**src/rtl/pru_pkg.sv**
```systemverilog
// Shared types for the PRU command sequencer: shape codes, the queued command
// record and the sequencer state encoding.
package pru_pkg;

    // Shape codes as seen by the PRU; codes 2 and 3 both select bitmap.
    typedef enum logic [1:0] {
        SHAPE_RECT = 2'd0,
        SHAPE_CIRC = 2'd1,
        SHAPE_BMP  = 2'd2
    } shape_e;

    // One queued draw command, 61 bits. The shape is kept as a raw 2-bit
    // code so that code 3 reaches the PRU unchanged.
    typedef struct packed {
        logic [1:0]  shape;
        logic [1:0]  color;
        logic [9:0]  col;
        logic [8:0]  row;
        logic [9:0]  width;
        logic [8:0]  height_radius;
        logic [18:0] bitmap_addr;
    } pru_cmd_t;

    typedef enum logic [2:0] {
        IDLE      = 3'd0,
        LAUNCH    = 3'd1,
        WAIT_DONE = 3'd2,
        RELEASE   = 3'd3
    } seq_state_e;

endpackage

```
**src/rtl/pru_cmd_fifo.sv**
```systemverilog
// Single-clock command FIFO with first-word fall-through read data and a
// synchronous flush that empties it at the next edge.
module pru_cmd_fifo
    import pru_pkg::*;
#(
    parameter int DEPTH = 8
) (
    input  logic                   clk,
    input  logic                   rst_n,
    input  logic                   push,
    input  pru_cmd_t               push_data,
    input  logic                   pop,
    output pru_cmd_t               pop_data,
    input  logic                   flush,
    output logic                   full,
    output logic                   empty,
    output logic [$clog2(DEPTH):0] count
);

    localparam int AW = $clog2(DEPTH);
    localparam logic [AW:0] FULL_CNT = (AW + 1)'(DEPTH);

    pru_cmd_t      mem [DEPTH];
    logic [AW-1:0] wr_ptr;
    logic [AW-1:0] rd_ptr;
    logic          do_push;
    logic          do_pop;

    assign full     = (count == FULL_CNT);
    assign empty    = (count == '0);
    assign do_push  = push && !full && !flush;
    assign do_pop   = pop && !empty;
    assign pop_data = mem[rd_ptr];

    // Storage write; entries are data only and need no reset.
    always_ff @(posedge clk) begin
        if (do_push) begin
            mem[wr_ptr] <= push_data;
        end
    end

    // Pointer and occupancy tracking; DEPTH is a power of 2 so pointers wrap naturally.
    always_ff @(posedge clk or negedge rst_n) begin
        if (!rst_n) begin
            wr_ptr <= '0;
            rd_ptr <= '0;
            count  <= '0;
        end else if (flush) begin
            wr_ptr <= '0;
            rd_ptr <= '0;
            count  <= '0;
        end else begin
            if (do_push) begin
                wr_ptr <= wr_ptr + 1'b1;
            end
            if (do_pop) begin
                rd_ptr <= rd_ptr + 1'b1;
            end
            case ({do_push, do_pop})
                2'b10:   count <= count + 1'b1;
                2'b01:   count <= count - 1'b1;
                default: count <= count;
            endcase
        end
    end

endmodule

```
**src/rtl/pru_cmd_sequencer.sv**
```systemverilog
// Queues draw commands from the MMIO decoder and issues them one at a time to
// the PRU over its start/busy/done handshake, with timeout recovery.
module pru_cmd_sequencer
    import pru_pkg::*;
#(
    parameter int DEPTH   = 8,
    parameter int TIMEOUT = 524288,
    parameter int CNT_W   = 16
) (
    input  logic                   clk,
    input  logic                   rst_n,
    input  logic                   cmd_valid,
    output logic                   cmd_ready,
    input  logic [1:0]             cmd_shape,
    input  logic [1:0]             cmd_color,
    input  logic [9:0]             cmd_col,
    input  logic [8:0]             cmd_row,
    input  logic [9:0]             cmd_width,
    input  logic [8:0]             cmd_height_radius,
    input  logic [18:0]            cmd_bitmap_addr,
    input  logic                   flush,
    input  logic                   err_clr,
    output logic                   pru_start,
    output logic [1:0]             pru_shape_select,
    output logic [1:0]             pru_color,
    output logic [9:0]             pru_col,
    output logic [8:0]             pru_row,
    output logic [9:0]             pru_width,
    output logic [8:0]             pru_height_radius,
    output logic [18:0]            pru_bitmap_addr,
    input  logic                   pru_busy,
    input  logic                   pru_done,
    output logic [$clog2(DEPTH):0] queue_count,
    output logic                   seq_idle,
    output logic                   err_timeout,
    output logic [CNT_W-1:0]       cmds_done
);

    localparam int TW = $clog2(TIMEOUT);
    localparam logic [TW-1:0] TMO_LAST = TW'(TIMEOUT - 1);

    seq_state_e    state;
    seq_state_e    state_nxt;
    pru_cmd_t      push_cmd;
    pru_cmd_t      head_cmd;
    pru_cmd_t      field_q;
    logic          fifo_full;
    logic          fifo_empty;
    logic          pop;
    logic          finish;
    logic          tmo_abort;
    logic [TW-1:0] tmo_cnt;

    assign cmd_ready = !fifo_full && !flush;
    assign seq_idle  = (state == IDLE) && fifo_empty;

    // Gather the MMIO fields into one FIFO entry.
    always_comb begin
        push_cmd.shape         = cmd_shape;
        push_cmd.color         = cmd_color;
        push_cmd.col           = cmd_col;
        push_cmd.row           = cmd_row;
        push_cmd.width         = cmd_width;
        push_cmd.height_radius = cmd_height_radius;
        push_cmd.bitmap_addr   = cmd_bitmap_addr;
    end

    pru_cmd_fifo #(
        .DEPTH (DEPTH)
    ) u_fifo (
        .clk       (clk),
        .rst_n     (rst_n),
        .push      (cmd_valid && cmd_ready),
        .push_data (push_cmd),
        .pop       (pop),
        .pop_data  (head_cmd),
        .flush     (flush),
        .full      (fifo_full),
        .empty     (fifo_empty),
        .count     (queue_count)
    );

    // Sequencer state register.
    always_ff @(posedge clk or negedge rst_n) begin
        if (!rst_n) begin
            state <= IDLE;
        end else begin
            state <= state_nxt;
        end
    end

    // Next-state decode; a done seen together with the timeout counts as done.
    always_comb begin
        state_nxt = state;
        pop       = 1'b0;
        finish    = 1'b0;
        tmo_abort = 1'b0;
        case (state)
            IDLE: begin
                if (!fifo_empty && !pru_busy) begin
                    pop       = 1'b1;
                    state_nxt = LAUNCH;
                end
            end
            LAUNCH: begin
                state_nxt = WAIT_DONE;
            end
            WAIT_DONE: begin
                if (pru_done) begin
                    finish    = 1'b1;
                    state_nxt = RELEASE;
                end else if (tmo_cnt == TMO_LAST) begin
                    finish    = 1'b1;
                    tmo_abort = 1'b1;
                    state_nxt = RELEASE;
                end
            end
            RELEASE: begin
                if (!pru_done) begin
                    state_nxt = IDLE;
                end
            end
            default: begin
                state_nxt = IDLE;
            end
        endcase
    end

    // Registered start: raised by the edge leaving LAUNCH, held through WAIT_DONE,
    // and dropped on the edge into RELEASE so the PRU cannot re-trigger.
    always_ff @(posedge clk or negedge rst_n) begin
        if (!rst_n) begin
            pru_start <= 1'b0;
        end else begin
            pru_start <= (state_nxt == WAIT_DONE);
        end
    end

    // Command field registers change only when an entry is popped.
    always_ff @(posedge clk or negedge rst_n) begin
        if (!rst_n) begin
            field_q <= '0;
        end else if (pop) begin
            field_q <= head_cmd;
        end
    end

    assign pru_shape_select  = field_q.shape;
    assign pru_color         = field_q.color;
    assign pru_col           = field_q.col;
    assign pru_row           = field_q.row;
    assign pru_width         = field_q.width;
    assign pru_height_radius = field_q.height_radius;
    assign pru_bitmap_addr   = field_q.bitmap_addr;

    // Timeout counter: zeroed in LAUNCH so it starts at 0 on entry to WAIT_DONE.
    always_ff @(posedge clk or negedge rst_n) begin
        if (!rst_n) begin
            tmo_cnt <= '0;
        end else if (state == LAUNCH) begin
            tmo_cnt <= '0;
        end else if (state == WAIT_DONE) begin
            tmo_cnt <= tmo_cnt + 1'b1;
        end
    end

    // Sticky timeout flag; a new timeout beats a simultaneous clear.
    always_ff @(posedge clk or negedge rst_n) begin
        if (!rst_n) begin
            err_timeout <= 1'b0;
        end else if (tmo_abort) begin
            err_timeout <= 1'b1;
        end else if (err_clr) begin
            err_timeout <= 1'b0;
        end
    end

    // Completed-or-aborted command counter, wrapping at 2^CNT_W.
    always_ff @(posedge clk or negedge rst_n) begin
        if (!rst_n) begin
            cmds_done <= '0;
        end else if (finish) begin
            cmds_done <= cmds_done + 1'b1;
        end
    end

endmodule

```
**config.mk**
```make
export PLATFORM = sky130hd
export DESIGN_NAME = pru_cmd_sequencer
export DESIGN_NICKNAME = d
export VERILOG_FILES = /design/src/rtl/pru_pkg.sv /design/src/rtl/pru_cmd_fifo.sv /design/src/rtl/pru_cmd_sequencer.sv
export SDC_FILE = /design/constraint.sdc
export NUM_CORES = 1
export LEC_CHECK = 0
export CAP_MARGIN = 20
export CORE_MARGIN = 5
export CORE_UTILIZATION = 41
export CTS_CLUSTER_DIAMETER = 60
export CTS_CLUSTER_SIZE = 12
export DETAILED_ROUTE_END_ITERATION = 12
export DONT_BUFFER_PORTS = 1
export PLACE_DENSITY_LB_ADDON = 0.1
export RECOVER_POWER = 25
export SETUP_SLACK_MARGIN = 0.4
export SLEW_MARGIN = 20
export SYNTH_ARGS = -nofsm -noshare
export SYNTH_HDL_FRONTEND = slang
export SYNTH_SLANG_ARGS = --single-unit
```
**constraint.sdc**
```tcl
create_clock -name clk -period 9.2 [get_ports clk]
set_input_delay 1.38 -clock clk [delete_from_list [all_inputs] [get_ports clk]]
set_output_delay 1.38 -clock clk [all_outputs]
set_load 0.01 [all_outputs]
```
### Word level (Yosys, flattened, before mapping)

Memories as Yosys holds them, arrays and structs flattened. A register that Yosys moved wholly into a read port is not among the register bits.
Index checks and enable logic that the tools add are counted.

* memory bits (writable): 488
* memories kept: 1
* output and inout port bits: 85
* input port bits: 68
* flip-flop bits (word level): 50

* multiplexer cells: 24
* reduce and logical (&&, ||, !) cells: 19
* equal/unequal tests: 8
* add/sub/neg operators: 6

Memories
* u_fifo.mem: words 8, bits a word 61, rd ports 1, clocked after Yosys merged registers in 1, write ports 1, RTL line pru_cmd_fifo.sv:23 `pru_cmd_t mem [DEPTH];`

Operators with widths (count)
* $mux 19: 2
* $mux 3: 8
* $add 19x1->19 const B: 1
* $eq 19x19->1 const B: 1
* $add 16x1->16 const B: 1
* $pmux 3 s4: 1
* $mux 1: 11
* $eq 3x2->1 const B: 3
* $pmux 4 s2: 1
* $reduce_bool 2->1: 4
* $logic_and 1x1->1: 7
* $add 3x1->3 const B: 2
* $logic_not 1->1: 5
* $add 4x1->4 const B: 1
* $eq 4x4->1 const B: 1
* $logic_not 4->1: 1
* $mux 4: 1
* $sub 4x1->4 const B: 1
* $eq 3x1->1 const B: 1
* $logic_not 3->1: 1
* $reduce_bool 3->1: 1
* $eq 2x1->1 const B: 1
* $eq 2x2->1 const B: 1

### Depth between registers and ports, before layout

Gate-level depths: netlist (run 1).

* depth in word-level cells: 9
* depth in mapped cells: 10

### Cells and area by module

Synthesis (run 1) repeated with hierarchy kept, for this count alone.

* cells, all modules: 1244
* area, all modules: 23353.6 um^2

By module, submodules not included
* pru_cmd_fifo: times used 1, cells an instance 784, area each 18982.0 um^2
* pru_cmd_sequencer: times used 1, cells an instance 460, area each 4371.7 um^2

### Worst setup path after synthesis (run 1)

Ideal clock, no wire load.

* path type: in2reg
* from: input port flush
* to: memory u_fifo.mem[0][0] (netlist name), enable pin
* slack: 1.034 ns
* setup time: 0.630 ns
* cell stages on the path: 3
* data required time: 8.570 ns
* arrival time: 7.536 ns
* cell sequence: nand2b_1 a21o_1 nor4_1

* cells in the longest elaborated chain, start to end: 7

Ends and longest elaborated chain
* start: declaration: RTL line pru_cmd_sequencer.sv:21 `input logic flush,`
* $logic_not 1->1 *: RTL line pru_cmd_fifo.sv:31, pru_cmd_sequencer.sv:54
* $logic_and 1x1->1: RTL line pru_cmd_sequencer.sv:54 `assign cmd_ready = !fifo_full && !flush;`
* $logic_and 1x1->1: RTL line pru_cmd_sequencer.sv:73 `.push (cmd_valid && cmd_ready),`
* $logic_and 1x1->1: RTL line pru_cmd_fifo.sv:31 `assign do_push = push && !full && !flush;`
* $logic_and 1x1->1 *: RTL line pru_cmd_fifo.sv:31
* $mux 1 *: RTL line pru_cmd_fifo.sv:37 `if (do_push) begin`
* $mux 1 (not written as such) *: RTL line pru_cmd_fifo.sv:38 `mem[wr_ptr] <= push_data;`
* end: declaration: RTL line pru_cmd_fifo.sv:23

Mark *: on every way between the ends. The rest lies on a longest branch, timed or not.

### Worst setup path in the final report (run 1)

* from: input port pru_busy
* to: register u_fifo.count[3]

* cells in the longest elaborated chain, start to end: 8
* elaborated cells between the ends (all ways): 10

Ends and longest elaborated chain
* start: declaration: RTL line pru_cmd_sequencer.sv:31 `input logic pru_busy,`
* $logic_not 1->1 *: RTL line pru_cmd_sequencer.sv:100 `if (!fifo_empty && !pru_busy) begin`
* $logic_and 1x1->1 *: RTL line pru_cmd_sequencer.sv:100
* $mux 1 *: RTL line pru_cmd_sequencer.sv:100
* $mux 1 *: RTL line pru_cmd_sequencer.sv:98 `case (state)`
* $logic_and 1x1->1 *: RTL line pru_cmd_fifo.sv:32 `assign do_pop = pop && !empty;`
* $eq 2x1->1 or $eq 2x2->1 (tied branches): RTL line pru_cmd_fifo.sv:59 `case ({do_push, do_pop})`
* $pmux 4 s2: RTL line pru_cmd_fifo.sv:59
* $mux 4: RTL line pru_cmd_fifo.sv:48 `end else if (flush) begin`
* end signal: assignment: RTL line pru_cmd_fifo.sv:60 `2'b10: count <= count + 1'b1;`
* end signal: assignment: RTL line pru_cmd_fifo.sv:61 `2'b01: count <= count - 1'b1;`
* end signal: assignment: RTL line pru_cmd_fifo.sv:62 `default: count <= count;`
* end: declaration: RTL line pru_cmd_fifo.sv:17 `output logic [$clog2(DEPTH):0] count`

Marks and branches as above.
A chain may end at the register's enable or synchronous reset.

==> results of run 1 <==
registers in the layout (all words and copies together), names as in the netlist:
signal             flops
pru_width             10
pru_row                9
pru_color              2
u_fifo.count           4
u_fifo.rd_ptr          3
cmds_done             16
pru_bitmap_addr       19
pru_height_radius      9
tmo_cnt               19
pru_col               10
state                  3
u_fifo.wr_ptr          3
err_timeout            1
pru_shape_select       2
u_fifo.mem           488
pru_start              1
path summary, 6_finish.rpt:
kind,endpoint,depth (start not counted),start
min in group clk,tmo_cnt[5]$_DFFE_PN0P_,1,tmo_cnt[5]$_DFFE_PN0P_
max reg2reg,u_fifo.count[3]$_DFFE_PN0P_,9,state[1]$_DFF_PN0_
max in group asynchronous,pru_row[2]$_DFFE_PN0N_,0,rst_n
min reg2reg,tmo_cnt[5]$_DFFE_PN0P_,1,tmo_cnt[5]$_DFFE_PN0P_
min,pru_bitmap_addr[17]$_DFFE_PN0N_,0,rst_n
max,u_fifo.count[3]$_DFFE_PN0P_,9,pru_busy
layer usage:
metal | up-vias | routed length [um] | global-route usage | share of wire
met3 | 67 | 3420 | 0.0483 | 0.070
met2 | 196 | 23900 | 0.269 | 0.49
li1 | 4777 | - | - | -
met1 | 5771 | 20700 | 0.215 | 0.42
met4 | 0 | 858 | 0.0402 | 0.018
met5 | - | 0 | 0 | 0
cell families after synthesis:
family / after synthesis / synth area share
flops: 599 / 0.760
other cells: 1 / 0.000163
fa+ha+maj: 6 / 0.00327
compound gates: 125 / 0.0300
buf+inv: 71 / 0.0134
xor+xnor: 24 / 0.00916
mux: 187 / 0.148
simple gates: 176 / 0.0360
cell type report:
cell class	instances	share of cell area
Clock buffer	101	0.0658
Inverter	10	0.00146
Clock inverter	10	0.00449
Tap cell	748	0.0365
Sequential cell	599	0.681
Multi-Input combinational cell	519	0.206
Timing Repair Buffer	18	0.00542
power groups by stage:
| stage | Combinational (mW) | Clock, mW | Sequential, mW |
|---|---|---|---|
| 2_1_floorplan | 0.301 | 0 | 3.34 |
| 3_3_place_gp | 0.358 | 0 | 3.42 |
| 3_5_place_dp | 0.366 | 0 | 3.42 |
| 4_1_cts | 0.366 | 2.37 | 3.37 |
| 5_1_grt | 0.412 | 2.48 | 3.39 |
| 6_report | 0.355 | 2.28 | 3.36 |
per-stage QoR:
stage / instances / setup WS [ns]
floorplan: 1189 / 1.03
detailed placement: 1894 / 4.93
global route: 2005 / 5.30
global placement: 1894 / 5.04
finish: 2005 / 5.52
CTS: 2005 / 5.56
cell usage in the layout, fill, tap and decap left out, types with 7 or more instances in the layout:
cell type,n
nor3_2,7
a21oi_1,11
buf_4,17
mux4_2,122
xnor2_1,9
nand4_1,8
inv_1,10
mux2i_1,62
nand3_1,14
nor2_1,20
dfrtp_1,108
o21ai_0,94
clkbuf_1,39
xor2_1,15
clkbuf_16,61
edfxtp_1,488
a31oi_1,7
nand2_1,84
nor3_1,9
worst register-to-register path: stages (launching register included):
cell and delay [ns]:
dfrtp_1 0.47, nor4_1 0.79, nand2_4 0.48, nor2_1 0.41, ha_1 0.36, a31o_2 0.28, a41oi_1 0.25, nor4b_1 0.09
a31oi_1 0.16, nand3_1 0.09
==> out/qor.csv, run 1 <==
metric,value,unit
status,completed,
"IR drop worst, VDD",0.144,mV
Clk Tree Root Cell,clkbuf_16,
Final Hold Vio Count,0,
Synth top area share,0.639,
total number of vias,10800,
fmax,0.272,GHz
Ys Warns,0,
RSZ-0062 raised after global routing,false,
min Tclk post-route,3.68,ns
post-synthesis cell type count,47,
Worst Setup Start Kind,primary input,
drt via density,5.39,
Seq cells post-synth,599,
Max Cap Viol,0,
CTS Hold Bufs,0,
"Clk pin slew, worst setup/hold paths",0.06,ns
crit end category,flop,
"top cells by count, synth","edfxtp_1, mux4_2, dfrtp_1",
total grt overflow,0,
htree depth,2,
TritonCTS Buffers,59,
leading area contributor after synthesis,edfxtp_1,
clock net sink count,599,
TritonCTS clock tree,done,
P_sw,1.40,mW
CP Max Fanout,47,
Total Power,5.99,mW
multi-input logic area,5270,um2
Ant. Diodes,0,
Seq pwr share,0.560,
Mapped Area,22900,um2
critical path arrival,4.15,ns
Worst-Skew Late Latency,0.61,ns
Finished Cell Area,25600,um2
Cells after Synth,1189,
Placeable Area,55300,um2
layout cell share with drive strength beyond 1,0.186,
number of buffer and inverter stages on the critical path,0,
Hold Crit Class,primary input to asynchronous set/reset pin,
Max Slew Vio Count,0,
Sw Share,0.234,
Rows,86,
synthesized net count,1263,
"Core Util, Final",0.463,
Starting Density,0.415,
Synth async-reset ratio,0.185,
P_int,4.59,mW
"EDFF count, synth",488,
CP max-delay cell,nor4_1,
Post-Syn Area per Cell,19.3,um2
Lkg Pwr,8.16,nW
fin crit share,0.400,
final setup vio count,0,
Power Density,234,nW/um2
die height,247,um
clock share of power,0.380,
Die X,247,um
"Cell Chain, Critical Path","nor4_1, nand2_4, nor2_1, ha_1, a31o_2, a41oi_1, nor4b_1, a31oi_1, nand3_1",
max incr delay on CP,0.65,ns
Fill cells,4727,
total wire length,48900,um
IO Port Bufs,0,
GRT Total Usage,0.163,
DRC viols,0,
sequential-to-total area share from yosys stat,0.760,
Hold Slack,0.467,ns
Slew @ Worst Pin,1.08,ns
FF/Latch Area,17400,um2
first-pass GRT wire length,74700,um
full die area,60800,um2
TNS Setup,0,ns
CP Data Required Time,9.68,ns
critical path's top delay family,simple AND/OR/NAND/NOR gates,
Ports,153,
Slew HR,0.272,
critical path class,primary input to flop,
number of global-route vias before repair,11700,
largest cells by area after synthesis,"edfxtp_1, dfrtp_1, mux4_2",
TritonRoute pass-1 iters,4,
Comb pwr share,0.059,
post-CTS setup buffers,0,
Area after DPL,23800,um2
Main synth FF type,edfxtp_1,
First DRT Iteration DRCs,550,
worst clock skew,0.0194,ns
largest net degree at the start of global routing,112,
CTS resizes,0,
most frequent cell after synthesis,edfxtp_1,
Layout area overhead,11.7,%
hpwl dp,25800,um
Max Root-Sink Buffers,3,
Routed Antenna Nets,0,
routability cong.,0.708,
Final nets,1281,
initial antenna violation count,0,
"setup slack, reg-to-reg",5.70,ns
Wirelength per Cell,24.4,um
(Power assumes the default switching activity.)
==> run 2, diff against run 1 <==
==> constraint.sdc (replaced) <==
create_clock -name clk -period 3.15 [get_ports clk]
set_input_delay 0.4725 -clock clk [delete_from_list [all_inputs] [get_ports clk]]
set_output_delay 0.4725 -clock clk [all_outputs]
set_load 0.01 [all_outputs]
==> out/qor.csv, run 2 (synthesis gave the netlist of run 1 again) <==
metric,value,unit,change
fin crit share,0.823,,
number of global-route vias before repair,11900,,+1.5%
CTS Hold Bufs,64,,+64
Fill cells,4647,,-1.7%
htree depth,2,,unchanged
first-pass GRT wire length,76000,um,+1.7%
status,"finished, violations left",,
critical path arrival,3.08,ns,-1.07 ns
First DRT Iteration DRCs,529,,-3.8%
Worst Setup Start Kind,flop,,
failing checks,negative hold slack,,
CP Max Fanout,7,,-85%
launch point of the worst path,u_fifo.count[0]$_DFFE_PN0P_,,
drt via density,5.29,,-1.9%
Ports,153,,unchanged
total grt overflow,0,,unchanged
CP Data Required Time,3.64,ns,-6.04 ns
Routed Antenna Nets,0,,unchanged
TritonCTS clock tree,done,,
Max Cap Viol,0,,unchanged
TNS Setup,0,ns,unchanged
Final Hold Vio Count,111,,+111
Hold Crit Class,primary input to asynchronous set/reset pin,,
Final nets,1368,,+6.8%
"IR drop worst, VDD",0.411,mV,+190%
Layout area overhead,16.3,%,
largest net degree at the start of global routing,127,,+13%
crit path to,u_fifo.count[3]$_DFFE_PN0P_,,
"Clk pin slew, worst setup/hold paths",0.06,ns,about the same
GRT Total Usage,0.166,,+0.00254
Rows,86,,unchanged
path depth of the worst reg2reg path,9,,unchanged
CP max-delay cell,or4_1,,
max reg flops,488,,unchanged
hpwl dp,26500,um,+2.8%
Total Power,17.7,mW,+190%
FF-to-FF Start,u_fifo.count[0]$_DFFE_PN0P_,,
Placeable Area,55300,um2,unchanged
most frequent cells in the layout,"edfxtp_1, mux4_2, dfrtp_1, o21ai_0, nand2_1",,
IO Port Bufs,0,,unchanged
"leading cell type in the layout, fill and taps excluded",edfxtp_1,,
Slew HR,0.546,,+0.274
total number of vias,11100,,+2.2%
"Most flops, register",u_fifo.mem,,
Max Root-Sink Buffers,3,,unchanged
Wirelength per Cell,23.7,um,-2.7%
TritonRoute pass-1 iters,5,,+1
worst clock skew,0.0141,ns,-0.00535 ns
FF-to-FF End,u_fifo.count[3]$_DFFE_PN0P_,,
critical path class,flop to flop,,
max incr delay on CP,0.64,ns,about the same
DRC viols,0,,unchanged
Worst-Skew Late Latency,0.61,ns,about the same
Power Density,662,nW/um2,+180%
layout cell share with drive strength beyond 1,0.196,,+0.0103
Slew @ Worst Pin,0.676,ns,-0.408 ns
"setup slack, reg-to-reg",0.56,ns,-5.14 ns
Hold Slack,-0.439,ns,-0.906 ns
Clk Tree Root Cell,clkbuf_16,,
final setup vio count,0,,unchanged
total wire length,49600,um,+1.4%
min Tclk post-route,2.59,ns,
Max Slew Vio Count,0,,unchanged
initial antenna violation count,5,,+5
Die X,247,um,unchanged
full die area,60800,um2,unchanged
routability cong.,0.724,,+2.3%
fmax,0.386,GHz,
"Core Util, Final",0.482,,+0.0190
TritonCTS Buffers,59,,unchanged
Lkg Pwr,8.60,nW,+5.4%
"Cell Chain, Critical Path","or4_1, nand2_4, nor2_1, ha_1, a31o_2, a41oi_1, nor4b_1, a31oi_1, nand3_1",,
Starting Density,0.415,,unchanged
clock net sink count,599,,unchanged
die height,247,um,unchanged
crit end category,flop,,
RSZ-0062 raised after global routing,false,,
run 2: changes by cell type in the layout (fill, tap and decap cells not counted), sizes merged:
| cell | before | now |
|---|---|---|
| dlygate4sd3 | 0 | 64 |
| buf | 18 | 41 |
| clkbuf | 101 | 94 |
| diode | 0 | 3 |
| clkinv | 6 | 7 |
| inv | 11 | 12 |
run 2: power breakdown:
part,internal [mW],switching [mW],total (mW)
Clock,3.72,2.87,6.59
Combinational,0.592,0.672,1.26
Sequential,9.12,0.695,9.82
Total,13.4,4.23,17.7
run 2: layout make-up:
type / count / area (um2) / share of cell area
clock inverters: 12 / 140 / 0.00525
inverters: 10 / 37.5 / 0.00141
repair buffers: 105 / 1150 / 0.0431
multi-input cells: 519 / 5320 / 0.199
diodes: 3 / 7.51 / 0.000281
flip-flops and latches: 599 / 17400 / 0.654
clock buffers: 94 / 1640 / 0.0614
well taps: 748 / 936 / 0.0351
run 2: worst min-delay path by stage:
stage / start / to / slack [ns] / cells after the start
after floorplan: rst_n / cmds_done[0]$_DFFE_PN0P_ / 0.18 / 0
after global placement: rst_n / cmds_done[13]$_DFFE_PN0P_ / 0.18 / 0
after detailed placement: rst_n / cmds_done[13]$_DFFE_PN0P_ / 0.18 / 0
after CTS: rst_n / cmds_done[13]$_DFFE_PN0P_ / -0.49 / 0
after global routing: rst_n / cmds_done[13]$_DFFE_PN0P_ / -0.50 / 0
final: rst_n / cmds_done[13]$_DFFE_PN0P_ / -0.44 / 0
run 2: repair_timing:
item	in CTS	in global routing
endpoints found under the hold margin	606	111
buffers inserted	0	2
gates resized for setup	0	1
setup endpoints to repair	0	18
run 2: routing by layer:
layer	up-vias	part of all wire	track usage
met3	58	0.057	0.0444
met5	-	0.00046	0
met4	4	0.015	0.0351
met1	5845	0.44	0.224
li1	4947	-	-
met2	199	0.49	0.273
run 2: per-stage QoR:
step	cells	cell area (um2)	setup slack, ns
final	2090	26700	0.558
after global routing	2089	26700	0.429
after CTS	2085	26600	0.426
after detailed placement	1915	24200	0.450
after global placement	1915	24200	0.471
after floorplan	1189	23000	-0.140
run 2: critical path, delay by kind of cell, from the launching register on:
family	cells	cell delay [ns]
simple gates	5	1.01
compound gates	3	0.67
flops	1	0.47
fa+ha+maj	1	0.35
